File: src/rtl/tick_gen_pkg.sv
// Shared definitions for the tick_gen timebase block: FSM encoding,
// default geometry and the board-level divisor constants.
package tick_gen_pkg;

  typedef enum logic {
    ST_STOPPED = 1'b0,
    ST_RUNNING = 1'b1
  } state_e;

  localparam int CNT_W_DEF  = 16;
  localparam int NUM_CH_DEF = 2;

  // Board oscillator; chosen so the 1 Hz divisor still fits a 16-bit counter.
  localparam int unsigned BOARD_CLK_HZ = 32'd32768;

  function automatic int unsigned hz_to_div(input int unsigned clk_hz,
                                            input int unsigned tick_hz);
    return clk_hz / tick_hz;
  endfunction

  localparam int unsigned DIV_1HZ   = hz_to_div(BOARD_CLK_HZ, 32'd1);
  // Ticks at 2 Hz so the channel's square wave blinks at 1 Hz.
  localparam int unsigned DIV_BLINK = hz_to_div(BOARD_CLK_HZ, 32'd2);

endpackage

File: src/rtl/tick_chan.sv
// One divider channel: counts div_q cycles per period, emits a one-cycle
// tick at each period boundary and toggles sq on every tick.
module tick_chan
  import tick_gen_pkg::*;
#(
  parameter int CNT_W = CNT_W_DEF
) (
  input  logic             clk,
  input  logic             rst,
  input  logic             run,
  input  logic             start,
  input  logic [CNT_W-1:0] div,
  output logic             tick,
  output logic             sq
);

  localparam logic [CNT_W-1:0] ONE = CNT_W'(1);

  logic [CNT_W-1:0] cnt_q, cnt_d;
  logic [CNT_W-1:0] div_q, div_d;
  logic             tick_q, tick_d;
  logic             sq_q, sq_d;

  always_comb begin
    cnt_d  = cnt_q;
    div_d  = div_q;
    tick_d = 1'b0;
    sq_d   = sq_q;
    if (start) begin
      cnt_d = '0;
      div_d = div;
      sq_d  = 1'b0;
    end else if (run) begin
      if (div_q == '0) begin
        // Parked: keep sampling until a nonzero divisor arrives.
        cnt_d = '0;
        div_d = div;
      end else if (cnt_q == div_q - ONE) begin
        cnt_d  = '0;
        tick_d = 1'b1;
        sq_d   = ~sq_q;
        div_d  = div;
      end else begin
        cnt_d = cnt_q + ONE;
      end
    end else begin
      // Stopped or stopping: divisor is kept, everything else clears.
      cnt_d = '0;
      sq_d  = 1'b0;
    end
  end

  always_ff @(posedge clk or posedge rst) begin
    if (rst) begin
      cnt_q  <= '0;
      div_q  <= '0;
      tick_q <= 1'b0;
      sq_q   <= 1'b0;
    end else begin
      cnt_q  <= cnt_d;
      div_q  <= div_d;
      tick_q <= tick_d;
      sq_q   <= sq_d;
    end
  end

  assign tick = tick_q;
  assign sq   = sq_q;

endmodule

File: src/rtl/tick_gen.sv
// Multi-channel timebase: a STOPPED/RUNNING FSM gated by strt_clk drives
// NUM_CH independent tick_chan dividers.
module tick_gen
  import tick_gen_pkg::*;
#(
  parameter int CNT_W  = CNT_W_DEF,
  parameter int NUM_CH = NUM_CH_DEF
) (
  input  logic                    clk,
  input  logic                    rst,
  input  logic                    strt_clk,
  input  logic [NUM_CH*CNT_W-1:0] div_i,
  output logic [NUM_CH-1:0]       tick,
  output logic [NUM_CH-1:0]       sq,
  output logic                    running
);

  state_e state_q, state_d;
  logic   start_s;
  logic   run_s;

  always_comb begin
    state_d = state_q;
    case (state_q)
      ST_STOPPED: begin
        if (strt_clk) state_d = ST_RUNNING;
        else          state_d = ST_STOPPED;
      end
      ST_RUNNING: begin
        if (strt_clk) state_d = ST_RUNNING;
        else          state_d = ST_STOPPED;
      end
      default: state_d = ST_STOPPED;
    endcase
  end

  always_ff @(posedge clk or posedge rst) begin
    if (rst) state_q <= ST_STOPPED;
    else     state_q <= state_d;
  end

  assign start_s = (state_q == ST_STOPPED) && strt_clk;
  assign run_s   = (state_q == ST_RUNNING) && strt_clk;
  assign running = (state_q == ST_RUNNING);

  for (genvar n = 0; n < NUM_CH; n++) begin : g_chan
    tick_chan #(
      .CNT_W(CNT_W)
    ) u_chan (
      .clk  (clk),
      .rst  (rst),
      .run  (run_s),
      .start(start_s),
      .div  (div_i[n*CNT_W +: CNT_W]),
      .tick (tick[n]),
      .sq   (sq[n])
    );
  end

endmodule

File: config.mk
export PLATFORM = sky130hd
export DESIGN_NAME = tick_gen
export DESIGN_NICKNAME = d
export VERILOG_FILES = /design/src/rtl/tick_gen_pkg.sv /design/src/rtl/tick_chan.sv /design/src/rtl/tick_gen.sv
export SDC_FILE = /design/constraint.sdc
export NUM_CORES = 1
export LEC_CHECK = 0
export CAP_MARGIN = 20
export CORE_MARGIN = 5
export CORE_UTILIZATION = 50
export DETAILED_ROUTE_END_ITERATION = 8
export GPL_TIMING_DRIVEN = 0
export PLACE_DENSITY = 0.76
export REMOVE_ABC_BUFFERS = 1
export SETUP_SLACK_MARGIN = 0.05
export SLEW_MARGIN = 10
export SYNTH_ARGS = -nofsm -noshare
export SYNTH_HDL_FRONTEND = slang
export SYNTH_SLANG_ARGS = --single-unit
File: constraint.sdc
create_clock -name clk -period 4.15 [get_ports clk]
set_clock_uncertainty 0.2 [all_clocks]
set_input_delay 0.83 -clock clk [delete_from_list [all_inputs] [get_ports clk]]
set_output_delay 0.83 -clock clk [all_outputs]
set_load 0.005 [all_outputs]
* Yosys cells after proc, flatten, opt, wreduce, memory -nomap -nowiden
Index checks and enable logic that the tools add are counted. W data, S select, Z words.
Operators by class: equality and inequality tests 6, bitwise gates (word level) 3, add/sub/neg operators 4, mux-type cells 33, reduce and logical (&&, ||, !) cells 11
Operators by type and width (number):
- $mux W16 | 16
- $add A16 B1 Y16 const B | 2
- $eq A16 B16 Y1 | 2
- $logic_not A16 Y1 | 2
- $sub A16 B1 Y16 const B | 2
- $mux W1 | 17
- $ne A3 B3 Y1 const B | 3
- $reduce_and A2 Y1 | 4
- $reduce_bool A3 Y1 | 2
- $ne A3 B2 Y1 const B | 1
- $not A1 Y1 | 3
- $logic_and A1 B1 Y1 | 2
- $reduce_bool A2 Y1 | 1
Word-level totals: output and inout bits 5, register bits 69, logic and storage cells 66

* Longest topological paths before layout
Gate-level depths: netlist of run 1.
depth in word-level cells 6, depth in mapped cells 11, depth with buffers taken out 9

* By module
Synthesis of run 1 repeated with hierarchy kept, for this count alone.
Unflattened totals: cell total of the unflattened synthesis 503, area, all modules 4705.8 um2
By module, submodules not included:
- tick_chan (g_chan[0].u_chan) | area an instance 2561.2 um2, cells an instance 287, times used 1, seq. area each 850.8 um2
- tick_chan (g_chan[1].u_chan) | area an instance 2099.5 um2, cells an instance 212, times used 1, seq. area each 850.8 um2
- tick_gen | area an instance 45.0 um2, cells an instance 4, times used 1, seq. area each 25.0 um2

* Least setup slack after synthesis of run 1
No wires, ideal clock.
path type flip-flop to flip-flop, from reg g_chan[1].u_chan.div_q[0], to reg g_chan[1].u_chan.div_q[10], library setup time 0.125 ns, stages on the path, launching flop included 12, arrival time 2.954 ns, path slack 0.872 ns, data required time 3.825 ns, cell sequence dfrtp_1 inv_1 ha_1 nor3b_1 o211ai_1 a311oi_1 nand2_1 nor4_1 a41o_1 buf_2 buf_2 mux2_2
On the way: longest elaborated chain between the ends 4
RTL lines:
- from (decl) | line tick_chan.sv:20 | logic [CNT_W-1:0] div_q, div_d;
- from (signal assigned) | line tick_chan.sv:61 | div_q <= div_d;
- $sub A16 B1 Y16 or $logic_not A16 Y1 (tied branches) | line tick_chan.sv:38, tick_chan.sv:34
- $eq A16 B16 Y1 or $mux W16 (tied branches) | line tick_chan.sv:38, tick_chan.sv:34
- $reduce_bool A3 Y1 (no source line) or $mux W16 (tied branches)
- $reduce_and A2 Y1 (no source line) or $mux W16 (tied branches)
Several ways; a longest one is shown, not always the timed one. The select of a mux whose other input is x is not followed. A chain may end at the register's enable or synchronous reset.

* Worst setup path in the final report of run 1
from reg g_chan[1].u_chan.div_q[0], to reg g_chan[1].u_chan.div_q[9]
The elaborated chain is that of the path after synthesis.

==> results of run 1 <==
final timing paths:
check / to / slack (ns) / start
max in group asynchronous: g_chan[0].u_chan.div_q[2] / 2.64 / rst
worst max-delay path: g_chan[1].u_chan.div_q[9] / 0.31 / g_chan[1].u_chan.div_q[0]
worst min-delay path: g_chan[0].u_chan.cnt_q[0] / 0.34 / g_chan[0].u_chan.cnt_q[0]
worst max register to register: g_chan[1].u_chan.div_q[9] / 0.31 / g_chan[1].u_chan.div_q[0]
min in group asynchronous: g_chan[1].u_chan.div_q[13] / 0.58 / rst
worst min register to register: g_chan[0].u_chan.cnt_q[0] / 0.34 / g_chan[0].u_chan.cnt_q[0]
cells in the final DEF, fill, tap and decap left out, drive strengths merged, types with 2 or more instances in the layout:
master,Yosys,final
a211o,2,2
a21oi,10,10
a221o,3,3
a2bb2oi,2,2
a311oi,3,3
a31o,2,2
a31oi,2,2
and2,2,2
and3,12,12
buf,12,2
bufinv,0,4
clkbuf,16,10
clkdlybuf4s50,0,39
dfrtp,69,69
ha,4,4
inv,29,30
mux2,15,15
mux2i,3,3
nand2,38,38
nand2b,6,6
nand3,26,26
nand3b,3,3
nand4,7,7
nor2,37,37
nor3,34,34
nor3b,5,5
nor4,12,12
nor4b,2,2
nor4bb,2,2
o211ai,4,4
o21a,2,2
o21ai,5,5
o21bai,2,2
o311ai,2,2
o32ai,16,16
or2,4,4
or3b,2,2
or4,6,6
xnor2,30,30
xor2,32,32
registers in the layout (all words and copies together), names as in the netlist:
register,cells
running,1
g_chan.u_chan.sq,2
g_chan.u_chan.div_q,32
g_chan.u_chan.cnt_q,32
g_chan.u_chan.tick,2
power groups by stage:
stage	sequential, mW	combinational, mW	clock, mW
2_1_floorplan	0.788	0.231	0
3_3_place_gp	0.810	0.298	0
3_5_place_dp	0.814	0.314	0
4_1_cts	0.801	0.317	0.739
5_1_grt	0.811	0.350	0.769
6_report	0.803	0.317	0.730
cells by family (layout without fill, tap and decap cells):
logic type                 after synthesis  count (layout)  share of synthesized area, %
DFF                                     69              69                          39.5
AOI/OAI and AO/OA                       65              65                          11.4
adders and majority gates                4               4                          1.15
buffers and inverters                   57              86                          5.73
muxes                                   18              18                          4.55
xor gates and xnor gates                62              62                          12.4
and+or+nand+nor                        202             202                          25.2
layer usage:
metal | share of wire, % | vias to the layer above | global-route usage (%)
li1 | - | 1751 | -
met1 | 42 | 1772 | 22.5
met2 | 51 | 93 | 34.3
met3 | 4.7 | 21 | 5.63
met4 | 2.0 | 0 | 6.77
met5 | 0 | - | 0
through the flow:
stage	util (%)	hold WS (ns)	cells	area [um2]	setup WS [ns]
after detailed placement	55.4	0.332	597	4780	0.131
after global placement	55.0	0.326	596	4750	0.235
after global routing	58.5	0.370	614	5050	0.189
after CTS	58.4	0.344	613	5040	0.0770
after floorplan	-	0.292	449	4230	0.879
final	58.5	0.339	614	5050	0.311
area by class of cell:
cell class | instances | area [um2]
inverter | 29 | 111
clock inverter | 6 | 134
multi-input combinational | 351 | 2390
sequential | 69 | 1730
clock buffer | 10 | 128
fill | 763 | 3580
timing repair buffer | 41 | 425
tap | 108 | 135
==> summary.md, run 1 <==
| Metric | Value |
|---|---|
| Outcome | completed |
| First-pass detailed-route iteration total | 4 |
| Post-route ant nets | 0 |
| Crit path max fanout | 16 |
| Fmax | 0.260 GHz |
| CTS H-tree depth | 3 |
| Fin crit period | 3.84 ns |
| Crit path DAT | 3.88 ns |
| Initial antenna violation count | 0 |
| Yosys cell types | 61 |
| Clock transition at path regs | roughly 0.080 ns |
| Worst-Margin Slew | 0.842 ns |
| Worst Hold Class | reg -> reg |
| Cts bufs inserted | 9 |
| Critical path's largest stage delay | 0.63 ns |
| Max VDD drop | 0.170 mV |
| Post-synth ARST share | 100% |
| Gr usage total | 19.5% |
| P_int | 1.33 mW |
| Synth area leader | dfrtp_1 |
| Gpl congestion | 0.894 |
| CTS Root Cell | clkbuf_8 |
| Tot Pwr | 1.85 mW |
| Hold path cells | 1 |
| Final setup fails | 0 |
| Final hold vios | 0 |
| Average vias per placed instance | 5.92 |
| CTS Sinks | 69 |
| Drt wl/cell | about 16 um |
| Net switching power | about 520 uW |
| Setup Buffers After CTS | 0 |
| Clock power frac | around 40% |
| CP Capture Type | flip-flop |
| N_diodes | 0 |
| Sequential power share | 43.4% |
| Power share of the combinational group | 17.1% |
| Die height | 103 um |
| Power Dens Cells | roughly 370 mW/mm2 |
| Synth top area cells | dfrtp_1 40%, xor2_1 6.4%, xnor2_1 6.0%, nor3_1 3.9%, mux2_2 3.9% |
| Global route overflow | 0 |
| Launching element type of the critical path | flip-flop |
| Crit path cell chain | inv_1, ha_1, nor3b_1, o211ai_1, a311oi_1, nand2_1, nor4_1, a41o_2, mux2_2 |
| Max_cap viols | 0 |
| Dpl hpwl | 7130 um |
| Synth Area per Inst | roughly 9.2 um2 |
| Final number of max-transition violations | 0 |
| Area share of the largest cell type after synthesis | roughly two fifths |
| # hold bufs at CTS | 0 |
| Post-synthesis sequential area ratio | between 30% and 40% |
| # rows | 34 |
| Syn Inst Count | between 400 and 500 |
| Initial Util | 50.6% |
| Deepest clock path buffer count | 2 |
| Net Sw Frac | 27.9% |
| DR vias | 3637 |
| CP top delay family | simple AND/OR/NAND/NOR gates |
| Rel. slew slack | 43.7% |
| Die width | 103 um |
| DRC errors left | 0 |
| Buffers added on ports | 39 |
| Kind of critical path | reg -> reg |
| CTS tree | built |
| Cell area after synthesis | 0.00437 mm2 |
| Worst skew pair latency | approximately 0.36 ns |
| Final period util | 92.5% |
| Synthesis Warnings | 0 |
| Ys flop type | dfrtp_1 |
| Vias in the first global route | 3551 |
| Critical-path top delay cell | nor3b_1 |
| Ports | 40 |
| Share of layout cells above drive strength 1 | 10.1% |
| Buf/Inv on CP | 1 |
| Flops & latches, synth | 69 |
| First-pass GRT wire length | 16300 um |
| Post-Route Setup TNS | 0 ns |
| Critical Path Stages | 9 |
| Core footprint | 0.00864 mm2 |
| WP data required | ~4.2 ns |
| Final WL | 9960 um |
| DR iter-0 viols | between 100 and 150 |
| Final net count | between 500 and 600 |
| Commonest cells post-synth | 69 x dfrtp_1, 38 x nand2_1, 37 x nor2_1 |
| Register-to-Register Path Depth | 9 |
| Pin count of the biggest net entering global routing | 46 |
| Area Overhead vs Synth | 15.7% |
| Number of synthesized flops with an enable pin | 0 |
| Most common cell in the netlist | dfrtp_1 |
| Die area | around 0.011 mm2 |
| RSZ-0062 raised after global routing | false |
| Post-cts sizing count | 0 |
| Leakage | 2.05 nW |
(Power assumes the default switching activity.)
==> run 2, diff against run 1 <==
--- a/config.mk
+++ b/config.mk
@@ -9,7 +9,6 @@
 export CORE_MARGIN = 5
 export CORE_UTILIZATION = 50
 export DETAILED_ROUTE_END_ITERATION = 8
-export GPL_TIMING_DRIVEN = 0
 export PLACE_DENSITY = 0.76
 export REMOVE_ABC_BUFFERS = 1
 export SETUP_SLACK_MARGIN = 0.05
==> run 2 against run 1 <==
Via count down 0.71%. Count of clock-buffer cells in the layout is 2 higher. Wire length increased by 1.1%. Worst hold slack better by 0.0084 ns. Maximum frequency up 6.3%. Worst setup slack improved by 0.23 ns. First-iteration DRC count is 15% lower. Global-route usage increased by 0.64 points. Sequential share of layout area increased by 0.26 points. Largest power group unchanged. Cell count rose by 0.81%.
==> summary.md, run 2 (synthesized netlist as in run 1, its figures left out) <==
| Metric | Value |
|---|---|
| Buffers added on ports | 39 (unchanged) |
| N_diodes | 0 (unchanged) |
| DRC errors left | 0 (unchanged) |
| Cts bufs inserted | 9 (unchanged) |
| Global route overflow | 0 (unchanged) |
| CTS H-tree depth | 3 (unchanged) |
| Top flop regs | g_chan.u_chan.cnt_q (32), g_chan.u_chan.div_q (32) |
| Die area | 0.0107 mm2 (unchanged) |
| Deepest clock path buffer count | 2 (unchanged) |
| Final hold vios | 0 (unchanged) |
| Dpl hpwl | 7340 um (+3.0%) |
| CTS Sinks | 69 (unchanged) |
| Ports | 40 (unchanged) |
| First-pass GRT wire length | 17000 um (+4.1%) |
| Buf/Inv on CP | 1 (unchanged) |
| Worst-Margin Slew | 0.863 ns (+0.0214 ns) |
| DR vias | 3611 (-0.71%) |
| CTS Root Cell | clkbuf_8 |
| Average vias per placed instance | 5.83 (-1.5%) |
| Power Dens Cells | 336 mW/mm2 (-8.3%) |
| Max VDD drop | 0.201 mV (+18%) |
| Fill count | 752 (-1.4%) |
| Critical path's largest stage delay | 0.58 ns (-0.05 ns) |
| Kind of critical path | reg -> reg |
| Outcome | completed |
| CTS tree | built |
| Initial antenna violation count | 0 (unchanged) |
| # rows | 34 (unchanged) |
| Leakage | 2.03 nW (-0.68%) |
| Drt wl/cell | 16.3 um (+0.31%) |
| Fmax | 0.277 GHz (+6.3%) |
| WP data required | 4.17 ns (-0.02 ns) |
| Core footprint | 0.00864 mm2 (unchanged) |
| DR iter-0 viols | 120 (-15%) |
| Commonest non-fill, non-tap cell in the layout | dfrtp_1 |
| Initial Util | 50.6% (unchanged) |
| Hold slack final | 0.348 ns (+0.00844 ns) |
| Rel. slew slack | 42.5% (-1.2 points) |
| CP top delay family | compound AO/OA/AOI/OAI gates |
| Worst Hold Class | reg -> reg |
| # hold bufs at CTS | 0 (unchanged) |
| Die height | 103 um (unchanged) |
| Final period util | 87.0% (-5.5 points) |
| Commonest cells after routing, fill and taps aside | 69 x dfrtp_1, 39 x clkdlybuf4s50_1, 38 x nand2_1 |
| Max_cap viols | 0 (unchanged) |
| Final setup fails | 0 (unchanged) |
| Pin count of the biggest net entering global routing | 70 (+52%) |
| Fin crit period | 3.61 ns (-0.228 ns) |
| Launching element type of the critical path | flip-flop |
| Crit path cell chain | inv_1, ha_1, nor3b_1, nand4_1, mux2_2, o21ai_0, nand2_1, a41o_2, a221o_1 |
| Crit path max fanout | 15 (-1) |
| Worst skew pair latency | 0.35 ns (about the same) |
| RSZ-0062 raised after global routing | false |
| Area Overhead vs Synth | 14.8% |
| Post-Route Setup TNS | 0 ns (unchanged) |
| Critical-path top delay cell | nor3b_1 |
| Die width | 103 um (unchanged) |
| Gr usage total | 20.1% (+0.64 points) |
| Final WL | 10100 um (+1.1%) |
| Vias in the first global route | 3587 (+1.0%) |
| Post-route ant nets | 0 (unchanged) |
| Setup Buffers After CTS | 0 (unchanged) |
| Clock transition at path regs | 0.08 ns (about the same) |
| Gpl congestion | 0.937 (+4.8%) |
| First-pass detailed-route iteration total | 4 (unchanged) |
| CP Capture Type | flip-flop |
| Final net count | 546 (+1.1%) |
| Final number of max-transition violations | 0 (unchanged) |
| Share of layout cells above drive strength 1 | 11.0% (+0.88 points) |
| Crit path DAT | 3.63 ns (-0.25 ns) |
-- run 2: repair_timing --
item | 4_1_cts | 5_1_grt
endpoints found under the setup margin | 0 | 12
hold endpoints to repair | 0 | 0
gates resized for setup | 0 | 1
-- run 2: through the flow --
stage                     instances  setup WS, ns  power (mW)  utilization [%]  area [um2]
final                           619         0.539        1.68             58.1        5010
after global routing            619         0.228        1.77             58.1        5010
after CTS                       618         0.293        1.70             58.0        5010
after detailed placement        603         0.306        1.13             55.7        4810
after global placement          603         0.499        1.12             55.7        4810
after floorplan                 449         0.879        1.02                -        4230
-- run 2: layer usage --
layer	vias up	share of wire [%]	GRT usage, %
met5	-	0	0
met4	0	2.0	6.67
met3	20	4.8	4.96
met2	83	52	35.3
met1	1755	41	24.0
li1	1753	-	-
-- run 2: final cells by class --
class                           instances  area, um2  area share (%)
Clock buffer                           12        155            3.09
Sequential cell                        69       1730            34.4
Clock inverter                          3       45.0           0.898
Tap cell                              108        135            2.69
Multi-Input combinational cell        351       2390            47.7
Inverter                               29        109            2.17
Timing Repair Buffer                   47        450            8.98
-- run 2: power by group --
part	internal, mW	total (mW)	switching (mW)
registers	0.717	0.803	0.0862
logic	0.159	0.317	0.159
clock network	0.308	0.564	0.256
total	1.18	1.68	0.501
-- run 2: final timing paths --
check	cells after the start	end	from	slack, ns
max in group asynchronous	3	g_chan[1].u_chan.cnt_q[3]	rst	2.33
max	9	g_chan[1].u_chan.div_q[14]	g_chan[1].u_chan.div_q[0]	0.54
min in group asynchronous	3	g_chan[1].u_chan.div_q[4]	rst	0.86
max reg2reg	9	g_chan[1].u_chan.div_q[14]	g_chan[1].u_chan.div_q[0]	0.54
min reg2reg	1	g_chan[0].u_chan.cnt_q[0]	g_chan[0].u_chan.cnt_q[0]	0.35
min	1	g_chan[0].u_chan.cnt_q[0]	g_chan[0].u_chan.cnt_q[0]	0.35
